==> src/rtl/hazard_scoreboard_pkg.sv <==
// rtl/hazard_scoreboard_pkg.sv - shared hazard entry layout and sizing helpers
package hazard_scoreboard_pkg;

  localparam int FWD_REGFILE = 0;

  // Entry bit layout: {dst, mem_read, reg_write, valid}
  localparam int ENT_VALID = 0;
  localparam int ENT_RW    = 1;
  localparam int ENT_MR    = 2;
  localparam int ENT_DST   = 3;

  function automatic int ent_w(input int addr_w);
    return ENT_DST + addr_w;
  endfunction

  function automatic int sel_w(input int n_stages);
    return (n_stages > 2) ? $clog2(n_stages) : 1;
  endfunction

endpackage

==> src/rtl/hazard_scoreboard_if.sv <==
// rtl/hazard_scoreboard_if.sv - decode-side hazard request and forwarding select bundle
interface hazard_scoreboard_if import hazard_scoreboard_pkg::*; #(
  parameter int REG_ADDR_W = 5,
  parameter int N_STAGES   = 3
) ();

  localparam int SEL_W = sel_w(N_STAGES);

  logic                  D_valid;
  logic [REG_ADDR_W-1:0] D_rs;
  logic [REG_ADDR_W-1:0] D_rt;
  logic                  D_use_rs;
  logic                  D_use_rt;
  logic [REG_ADDR_W-1:0] D_dst;
  logic                  D_reg_write;
  logic                  D_mem_read;
  logic                  D_flush;
  logic                  D_stall;
  logic                  EX_bubble;
  logic [SEL_W-1:0]      fwd_sel_a;
  logic [SEL_W-1:0]      fwd_sel_b;

  modport master (
    output D_valid, D_rs, D_rt, D_use_rs, D_use_rt, D_dst, D_reg_write, D_mem_read, D_flush,
    input  D_stall, EX_bubble, fwd_sel_a, fwd_sel_b
  );

  modport slave (
    input  D_valid, D_rs, D_rt, D_use_rs, D_use_rt, D_dst, D_reg_write, D_mem_read, D_flush,
    output D_stall, EX_bubble, fwd_sel_a, fwd_sel_b
  );

endinterface

==> src/rtl/hazard_scoreboard_match.sv <==
// rtl/hazard_scoreboard_match.sv - one in-flight producer vs one source register compare
module hazard_match #(
  parameter int REG_ADDR_W = 5
) (
  input  logic                  valid,
  input  logic                  reg_write,
  input  logic [REG_ADDR_W-1:0] dst,
  input  logic [REG_ADDR_W-1:0] r,
  output logic                  hit
);

  // r0 is hard-wired zero, so it can never carry a dependency
  assign hit = valid & reg_write & (dst == r) & (r != '0);

endmodule

==> src/rtl/hazard_scoreboard.sv <==
// rtl/hazard_scoreboard.sv - in-flight destination tracker, decode stall and EX forwarding selects
module hazard_scoreboard import hazard_scoreboard_pkg::*; #(
  parameter int REG_ADDR_W = 5,
  parameter int N_STAGES   = 3,
  parameter int LOAD_STAGE = 2,
  parameter int FWD_EN     = 1,
  parameter int CNT_W      = 16
) (
  input  logic              SYS_clk,
  input  logic              SYS_reset,
  hazard_scoreboard_if.slave dif,
  output logic [CNT_W-1:0]  stall_cnt,
  output logic [CNT_W-1:0]  fwd_cnt
);

  localparam int EW = ent_w(REG_ADDR_W);
  localparam int SW = sel_w(N_STAGES);

  logic [N_STAGES-1:0][EW-1:0] ent_q, ent_d;
  logic [REG_ADDR_W-1:0]       ex_rs_q, ex_rs_d, ex_rt_q, ex_rt_d;
  logic [CNT_W-1:0]            stall_cnt_q, stall_cnt_d, fwd_cnt_q, fwd_cnt_d;
  logic [N_STAGES-1:0]         hit_d_rs, hit_d_rt;
  logic [N_STAGES-1:1]         hit_ex_rs, hit_ex_rt;
  logic                        raw_block;
  logic [SW-1:0]               sel_a, sel_b;

  for (genvar s = 0; s < N_STAGES; s++) begin : g_dec
    hazard_match #(.REG_ADDR_W(REG_ADDR_W)) u_rs (
      .valid(ent_q[s][ENT_VALID]), .reg_write(ent_q[s][ENT_RW]),
      .dst(ent_q[s][ENT_DST +: REG_ADDR_W]), .r(dif.D_rs), .hit(hit_d_rs[s]));
    hazard_match #(.REG_ADDR_W(REG_ADDR_W)) u_rt (
      .valid(ent_q[s][ENT_VALID]), .reg_write(ent_q[s][ENT_RW]),
      .dst(ent_q[s][ENT_DST +: REG_ADDR_W]), .r(dif.D_rt), .hit(hit_d_rt[s]));
  end

  for (genvar k = 1; k < N_STAGES; k++) begin : g_ex
    hazard_match #(.REG_ADDR_W(REG_ADDR_W)) u_rs (
      .valid(ent_q[k][ENT_VALID]), .reg_write(ent_q[k][ENT_RW]),
      .dst(ent_q[k][ENT_DST +: REG_ADDR_W]), .r(ex_rs_q), .hit(hit_ex_rs[k]));
    hazard_match #(.REG_ADDR_W(REG_ADDR_W)) u_rt (
      .valid(ent_q[k][ENT_VALID]), .reg_write(ent_q[k][ENT_RW]),
      .dst(ent_q[k][ENT_DST +: REG_ADDR_W]), .r(ex_rt_q), .hit(hit_ex_rt[k]));
  end

  // First stage whose output can feed a consumer sitting in EX
  function automatic int avail(input logic mem_read);
    if (FWD_EN == 0) return N_STAGES;
    return mem_read ? LOAD_STAGE : 1;
  endfunction

  always_comb begin
    raw_block = 1'b0;
    for (int s = 0; s < N_STAGES; s++) begin
      if (((hit_d_rs[s] && dif.D_use_rs) || (hit_d_rt[s] && dif.D_use_rt)) &&
          (s + 1 < avail(ent_q[s][ENT_MR])))
        raw_block = 1'b1;
    end
  end

  assign dif.D_stall   = dif.D_valid & ~dif.D_flush & raw_block;
  assign dif.EX_bubble = dif.D_stall | dif.D_flush | ~dif.D_valid;

  // Descending scan so the youngest producer overrides older ones
  always_comb begin
    sel_a = SW'(FWD_REGFILE);
    sel_b = SW'(FWD_REGFILE);
    if (FWD_EN != 0) begin
      for (int k = N_STAGES - 1; k >= 1; k--) begin
        if (hit_ex_rs[k]) sel_a = SW'(k);
        if (hit_ex_rt[k]) sel_b = SW'(k);
      end
    end
  end

  assign dif.fwd_sel_a = sel_a;
  assign dif.fwd_sel_b = sel_b;

  always_comb begin
    ent_d   = '0;
    ex_rs_d = '0;
    ex_rt_d = '0;
    for (int k = 1; k < N_STAGES; k++) ent_d[k] = ent_q[k-1];
    if (!dif.EX_bubble) begin
      ent_d[0][ENT_VALID]               = 1'b1;
      ent_d[0][ENT_RW]                  = dif.D_reg_write;
      ent_d[0][ENT_MR]                  = dif.D_mem_read;
      ent_d[0][ENT_DST +: REG_ADDR_W]   = dif.D_dst;
      ex_rs_d                           = dif.D_rs;
      ex_rt_d                           = dif.D_rt;
    end
    stall_cnt_d = stall_cnt_q;
    fwd_cnt_d   = fwd_cnt_q;
    if (dif.D_stall && (stall_cnt_q != {CNT_W{1'b1}})) stall_cnt_d = stall_cnt_q + CNT_W'(1);
    if (((sel_a != '0) || (sel_b != '0)) && (fwd_cnt_q != {CNT_W{1'b1}}))
      fwd_cnt_d = fwd_cnt_q + CNT_W'(1);
  end

  always_ff @(negedge SYS_clk or posedge SYS_reset) begin
    if (SYS_reset) begin
      ent_q       <= '0;
      ex_rs_q     <= '0;
      ex_rt_q     <= '0;
      stall_cnt_q <= '0;
      fwd_cnt_q   <= '0;
    end else begin
      ent_q       <= ent_d;
      ex_rs_q     <= ex_rs_d;
      ex_rt_q     <= ex_rt_d;
      stall_cnt_q <= stall_cnt_d;
      fwd_cnt_q   <= fwd_cnt_d;
    end
  end

  assign stall_cnt = stall_cnt_q;
  assign fwd_cnt   = fwd_cnt_q;

endmodule
==> src/flat_wrapper.sv <==
// flat-port wrapper written by rule: the top's interface ports become plain ports
module hazard_scoreboard_flat import hazard_scoreboard_pkg::*;
#(
  parameter int REG_ADDR_W = 5,
  parameter int N_STAGES   = 3,
  parameter int LOAD_STAGE = 2,
  parameter int FWD_EN     = 1,
  parameter int CNT_W      = 16
)
  (SYS_clk, SYS_reset, stall_cnt, fwd_cnt, dif_D_valid, dif_D_rs, dif_D_rt, dif_D_use_rs, dif_D_use_rt, dif_D_dst, dif_D_reg_write, dif_D_mem_read, dif_D_flush, dif_D_stall, dif_EX_bubble, dif_fwd_sel_a, dif_fwd_sel_b);
  hazard_scoreboard_if #(.REG_ADDR_W(REG_ADDR_W), .N_STAGES(N_STAGES)) dif_i ();
  input  logic SYS_clk;
  input  logic SYS_reset;
  output logic [CNT_W-1:0] stall_cnt;
  output logic [CNT_W-1:0] fwd_cnt;
  input wire logic [$bits(dif_i.D_valid)-1:0] dif_D_valid;
  input wire logic [$bits(dif_i.D_rs)-1:0] dif_D_rs;
  input wire logic [$bits(dif_i.D_rt)-1:0] dif_D_rt;
  input wire logic [$bits(dif_i.D_use_rs)-1:0] dif_D_use_rs;
  input wire logic [$bits(dif_i.D_use_rt)-1:0] dif_D_use_rt;
  input wire logic [$bits(dif_i.D_dst)-1:0] dif_D_dst;
  input wire logic [$bits(dif_i.D_reg_write)-1:0] dif_D_reg_write;
  input wire logic [$bits(dif_i.D_mem_read)-1:0] dif_D_mem_read;
  input wire logic [$bits(dif_i.D_flush)-1:0] dif_D_flush;
  output wire logic [$bits(dif_i.D_stall)-1:0] dif_D_stall;
  output wire logic [$bits(dif_i.EX_bubble)-1:0] dif_EX_bubble;
  output wire logic [$bits(dif_i.fwd_sel_a)-1:0] dif_fwd_sel_a;
  output wire logic [$bits(dif_i.fwd_sel_b)-1:0] dif_fwd_sel_b;
  assign dif_i.D_valid = dif_D_valid;
  assign dif_i.D_rs = dif_D_rs;
  assign dif_i.D_rt = dif_D_rt;
  assign dif_i.D_use_rs = dif_D_use_rs;
  assign dif_i.D_use_rt = dif_D_use_rt;
  assign dif_i.D_dst = dif_D_dst;
  assign dif_i.D_reg_write = dif_D_reg_write;
  assign dif_i.D_mem_read = dif_D_mem_read;
  assign dif_i.D_flush = dif_D_flush;
  assign dif_D_stall = dif_i.D_stall;
  assign dif_EX_bubble = dif_i.EX_bubble;
  assign dif_fwd_sel_a = dif_i.fwd_sel_a;
  assign dif_fwd_sel_b = dif_i.fwd_sel_b;
  hazard_scoreboard #(.REG_ADDR_W(REG_ADDR_W), .N_STAGES(N_STAGES), .LOAD_STAGE(LOAD_STAGE), .FWD_EN(FWD_EN), .CNT_W(CNT_W)) u_core (.SYS_clk(SYS_clk), .SYS_reset(SYS_reset), .dif(dif_i), .stall_cnt(stall_cnt), .fwd_cnt(fwd_cnt));
endmodule
==> config.mk <==
export PLATFORM = sky130hd
export DESIGN_NAME = hazard_scoreboard_flat
export DESIGN_NICKNAME = d
export VERILOG_FILES = /design/src/rtl/hazard_scoreboard_pkg.sv /design/src/rtl/hazard_scoreboard_if.sv /design/src/rtl/hazard_scoreboard_match.sv /design/src/rtl/hazard_scoreboard.sv /design/src/flat_wrapper.sv
export SDC_FILE = /design/constraint.sdc
export NUM_CORES = 1
export LEC_CHECK = 0
export CORE_ASPECT_RATIO = 1.4
export CORE_MARGIN = 3
export CORE_UTILIZATION = 48
export CTS_BUF_LIST = sky130_fd_sc_hd__clkbuf_4 sky130_fd_sc_hd__clkbuf_8
export CTS_CLUSTER_DIAMETER = 200
export CTS_CLUSTER_SIZE = 12
export DETAILED_ROUTE_END_ITERATION = 8
export GPL_TIMING_DRIVEN = 0
export PLACE_DENSITY = 0.79
export REMOVE_ABC_BUFFERS = 1
export SLEW_MARGIN = 20
export SYNTH_ARGS = -nofsm -noshare
export SYNTH_HDL_FRONTEND = slang
export SYNTH_SLANG_ARGS = --single-unit
==> constraint.sdc <==
create_clock -name SYS_clk -period 3 [get_ports SYS_clk]
set_input_delay 0.9 -clock SYS_clk [delete_from_list [all_inputs] [get_ports SYS_clk]]
set_output_delay 0.9 -clock SYS_clk [all_outputs]
set_load 0.01 [all_outputs]
Word-level counts from Yosys, hierarchy flattened. Cells that the tools add are included.

Add/subtract/negate cells: 2. Order comparisons: 3. Equality and inequality tests: 12. Multiplexer cells: 13. Bitwise operators: 29. Reductions and logical operators: 21.

Operators by type and width (count): $lt 3x32->1 const A (2); $eq 5x5->1 (10); $add 16x1->16 const B (2); $lt 2x32->1 const A (1); $ne 16x16->1 const B (2); $and 1x1->1 (25); $reduce_bool 5->1 (4); $mux 2 (7); $logic_and 1x1->1 (11); $mux 5 (2); $mux 8 (1); $logic_or 1x1->1 (4); $reduce_bool 2->1 (2); $mux 1 (3); $not 1->1 (2); $or 1x1->1 (2).

Flip-flop bits (word level): 66. Bits of input ports: 23. Output and inout port bits: 38. Word-level logic and storage cells: 87.

Depth between registers and ports, before layout.
Word-level depth: 13. Depth in mapped cells: 8. Depth with buffers taken out: 7.

Modules after synthesis. Synthesis repeated with hierarchy kept, for this count alone.

Cell total of the unflattened synthesis: 265. Area, all modules: 3042.9 um^2.

By module, submodules not included: hazard_scoreboard (times used 1, cells each 205, area each 2585.0 um^2, sequential area each 1601.5 um^2); hazard_match (times used 6, cells each 10, area each 76.3 um^2, sequential area each 0.0 um^2).

==> metrics list <==
- Synth top area cells: sky130_fd_sc_hd__dfrtn_1 54%, sky130_fd_sc_hd__xor2_1 9.8%, sky130_fd_sc_hd__xnor2_1 5.6%
- Setup slack of the worst register-to-register path: 0.10 ns
* Count of input and output buffers: 60
- Data on the critical path is required at its endpoint by 2.10 ns.
- Prior to clock tree synthesis, the placed netlist has a worst setup slack of -2.31 ns.
- Main combinational cell family by area after synthesis: simple AND/OR/NAND/NOR gates
- Number of hold violations in the final report: 0
- Clock latency on the worst-skew pair, taken at its later pin, is 0.33 ns.
- Post-route worst hold slack: approximately 0.37 ns
- CTS max path bufs: 2
* Number of placed instances with taps included: slightly below 400
- Final wirelength: 10.6 mm
- In the final timing run, aggregate negative setup slack is -56.51 ns.
- Most used cell along the critical path: sky130_fd_sc_hd__buf_4
- Number of pins exceeding their max-slew limit in the final report: 0
- After the first detailed-routing iteration, the DRC count stood at ~140.
- After technology mapping, the gate count stands at approximately 260.
- Worst Setup Start Kind: flop
* Fraction of layout cells with a size suffix above 1: 52.5%
* Commonest cells after routing, fill and taps aside: 71 x sky130_fd_sc_hd__buf_4, 64 x sky130_fd_sc_hd__dfrtn_1, 41 x sky130_fd_sc_hd__buf_2
- During I/O placement, the number of pins put on the boundary was 61.
- First-pass iteration count of the detailed router: 4
- Share of synthesized area occupied by flip-flops and latches: 54.0%
* Slew at the pin closest to its max-slew limit: 0.832 ns
- Met1 Track Usage GR: 29.1%
- Global routing consumed, over all layers together, 25.9% of the routing resources.
- Starting utilization of the core area: 50.2%
- Entering global routing, the biggest net connects slightly below 60 pins.
* Final Non-Filler Cells: 487
- Final weighted congestion of routability-driven global placement: approximately 0.82
- Detailed routing inserted a total of 2797 vias.
- The synthesized netlist devotes 22.7% of its cell area to simple gates.
- The die covers 0.00717 mm^2.
* Max-slew headroom at the worst pin: 44.5%
* Tot Pwr: 2.10 mW
* Final worst-path setup slack: -1.51 ns
* Fill cell total of the finished layout: about 310
- Rows: 33
* Netlist area before placement: 0.00296 mm^2
* Quantity of hold-fixing buffers added after cts: 0
- TritonCTS clock tree: built
* Mux cell area share after synthesis: 1.52%
- Data arrives at the worst endpoint at 3.61 ns.
* Number of warning messages in the yosys log: 0
- In the final routed layout, each cell accounts on average for between 20 and 25 um.
- The average instance in the mapped netlist occupies 11.3 um^2.
- VDD sags by at most 468 uV.
- Cell area after layout: 0.00498 mm^2
- The repair_antennas step left the layout with diodes totalling 0.
- Yosys mapped the design onto 34 distinct sky130hd cell types.
- In the routed layout, each cell is associated on average with a via count of around 5.7.
- Most common cell after layout, fill and taps aside: sky130_fd_sc_hd__buf_4
- Setup violations remaining at the end of the flow were counted as 72.
- Wire length of the first global-routing pass: 13.9 mm
* Unrepaired setup endpoints after global routing: yes
- Xor and xnor area share after synthesis: 15.4%
- In this run the horizontal extent of the chip is a little over 70 um.
- Area share of fa/ha/maj cells after synthesis: less than 1%
* Slowest CP cell: sky130_fd_sc_hd__dfrtn_1
- After the last flow step, the layout net total stands at 437.
- The detail route stage leaves a number of antenna-violating nets equal to 0.
- Across the routed clock network, the largest skew measured is 0.0115 ns.
- Residual DRC: 0
* CP endpoint kind: primary output
* Root Buffer: sky130_fd_sc_hd__clkbuf_8
- Placed wire-length estimate after detailed placement: 4.36 mm
- Global routing used a little under half of the available met2 tracks.
* Grt peak-use layer: met2
* CTS sink cnt: 64
- In this run the worst hold path is classified as reg -> reg.
* Critical path type: reg -> out
* Synth Area in Compound Gates: 2.95%
- Power spread over the standard cell area amounts to 423 mW/mm^2.
- The area growth from synthesis to layout is 67.9%.
- The critical path goes through buf_4 > xnor2_1 > nand3_2 > a2111oi_4 > buf_4 > o2111ai_4 > inv_1 > buf_2.
- Initial antenna violation count: 0
- For met3 alone, demand over resource in global routing was around 5%.
- In this run, synthesis produced a sequential element count of 64.
- Final design utilization: a little over four fifths
* Violations in the final reports: setup timing
- Of all nets on the critical path, the largest fanout is 3.
- The die is 99.0 um tall.
- Delay of the slowest critical-path stage: 0.35 ns
* Residual overflow from global routing: 0
- The region available for standard cell placement spans 0.00590 mm^2.
- Status: finished with violations
- DP Area: 0.00364 mm^2
* Post-CTS clock slew at the launch and capture registers of the worst setup and hold paths: approximately 0.050 ns
- Clock buffers created by TritonCTS: 9
- CTS H-tree depth: 3
- Max-cap violations in this run came to 0.
- The synthesized design spends more area on one cell type than any other, namely sky130_fd_sc_hd__dfrtn_1.
- Via count of the first global-routing pass: about 2800
- Area fraction of the dominant cell type after synthesis: 54.0%
* Lkg Pwr: 2.53 nW
final timing paths:
check | from | to | depth (start not counted)
worst max-delay path | u_core.ent_d[14] | dif_D_stall | 8
worst min-delay path | u_core.ent_d[16] | u_core.ent_q[16] | 0
worst max register to register | u_core.ex_rt_q[1] | u_core.fwd_cnt[4] | 15
worst min register to register | u_core.ent_d[16] | u_core.ent_q[16] | 0
max in group asynchronous | SYS_reset | u_core.ex_rt_q[0] | 3
min in group asynchronous | SYS_reset | u_core.fwd_cnt[14] | 2
cell families after synthesis:
logic type      after synthesis
compound gates               10
xor+xnor                     52
fa+ha+maj                     2
buf+inv                      16
flops                        64
mux                           4
simple gates                115
cells in the mapped netlist:
cell,n
sky130_fd_sc_hd__o21ai_0,1
sky130_fd_sc_hd__nor3b_1,3
sky130_fd_sc_hd__o41ai_1,2
sky130_fd_sc_hd__o2111ai_1,1
sky130_fd_sc_hd__inv_1,9
sky130_fd_sc_hd__xnor2_1,19
sky130_fd_sc_hd__a221o_1,1
sky130_fd_sc_hd__nor4_4,1
sky130_fd_sc_hd__nand3_1,13
sky130_fd_sc_hd__a2111oi_0,2
sky130_fd_sc_hd__o221ai_1,1
sky130_fd_sc_hd__nand4b_1,1
sky130_fd_sc_hd__buf_6,1
sky130_fd_sc_hd__nand2b_1,2
sky130_fd_sc_hd__buf_4,2
sky130_fd_sc_hd__nor4_2,4
sky130_fd_sc_hd__buf_2,1
sky130_fd_sc_hd__ha_1,2
sky130_fd_sc_hd__nor4_1,7
sky130_fd_sc_hd__and4bb_4,1
sky130_fd_sc_hd__and3_1,7
sky130_fd_sc_hd__o221a_2,1
sky130_fd_sc_hd__or4_1,3
sky130_fd_sc_hd__nand4_1,5
sky130_fd_sc_hd__mux2_2,4
sky130_fd_sc_hd__nand2_1,21
sky130_fd_sc_hd__nor3_1,10
sky130_fd_sc_hd__a221oi_1,1
sky130_fd_sc_hd__and2_1,17
sky130_fd_sc_hd__xor2_1,33
sky130_fd_sc_hd__dfrtn_1,64
sky130_fd_sc_hd__nor2_1,15
sky130_fd_sc_hd__nor4b_1,5
sky130_fd_sc_hd__clkbuf_1,3
critical path: cells and delay by family, from the launching register on:
family,cells,cell delay [ns]
AO/OA/AOI/OAI,2,0.47
XOR/XNOR,1,0.25
flip-flops,1,0.35
buffers and inverters,4,0.55
AND/OR/NAND/NOR,1,0.17
what timing repair did:
item | in CTS | in global routing
setup endpoints to repair | 72 | 88
pin swaps | 18 | 24
resized for setup | 269 | 43
buffers inserted | 66 | 26
cloned | 3 | 0
where the power goes:
group	switching, mW	internal, mW	total, mW	leakage, nW
clock network	0.349	0.556	0.905	0.124
logic	0.128	0.141	0.269	1.53
registers	0.0284	0.900	0.928	0.873
flip-flops by register name (all words and copies together), names as in the netlist:
| signal | cells |
|---|---|
| u_core.stall_cnt | 16 |
| u_core.fwd_cnt | 16 |
| u_core.ex_rt_q | 5 |
| u_core.ex_rs_q | 5 |
| u_core.ent_d | 15 |
| u_core.ent_q | 7 |
metal layers:
metal  part of all wire (%)  vias to the layer above
li1                       -                     1206
met4                    3.6                        0
met3                    4.8                       35
met5                      0                        -
met2                     55                      119
met1                     37                     1437
area by class of cell:
type                    count  area [um^2]  share of cell area (%)
clock buffers              14          180                    3.62
clock inverters             2         60.1                    1.21
inverters                   9         36.3                   0.729
multi-input cells         183         1830                    36.7
flip-flops and latches     64         1600                    32.2
well taps                  70         87.6                    1.76
repair buffers            145         1180                    23.8
Power figures use the tool's default switching activity.
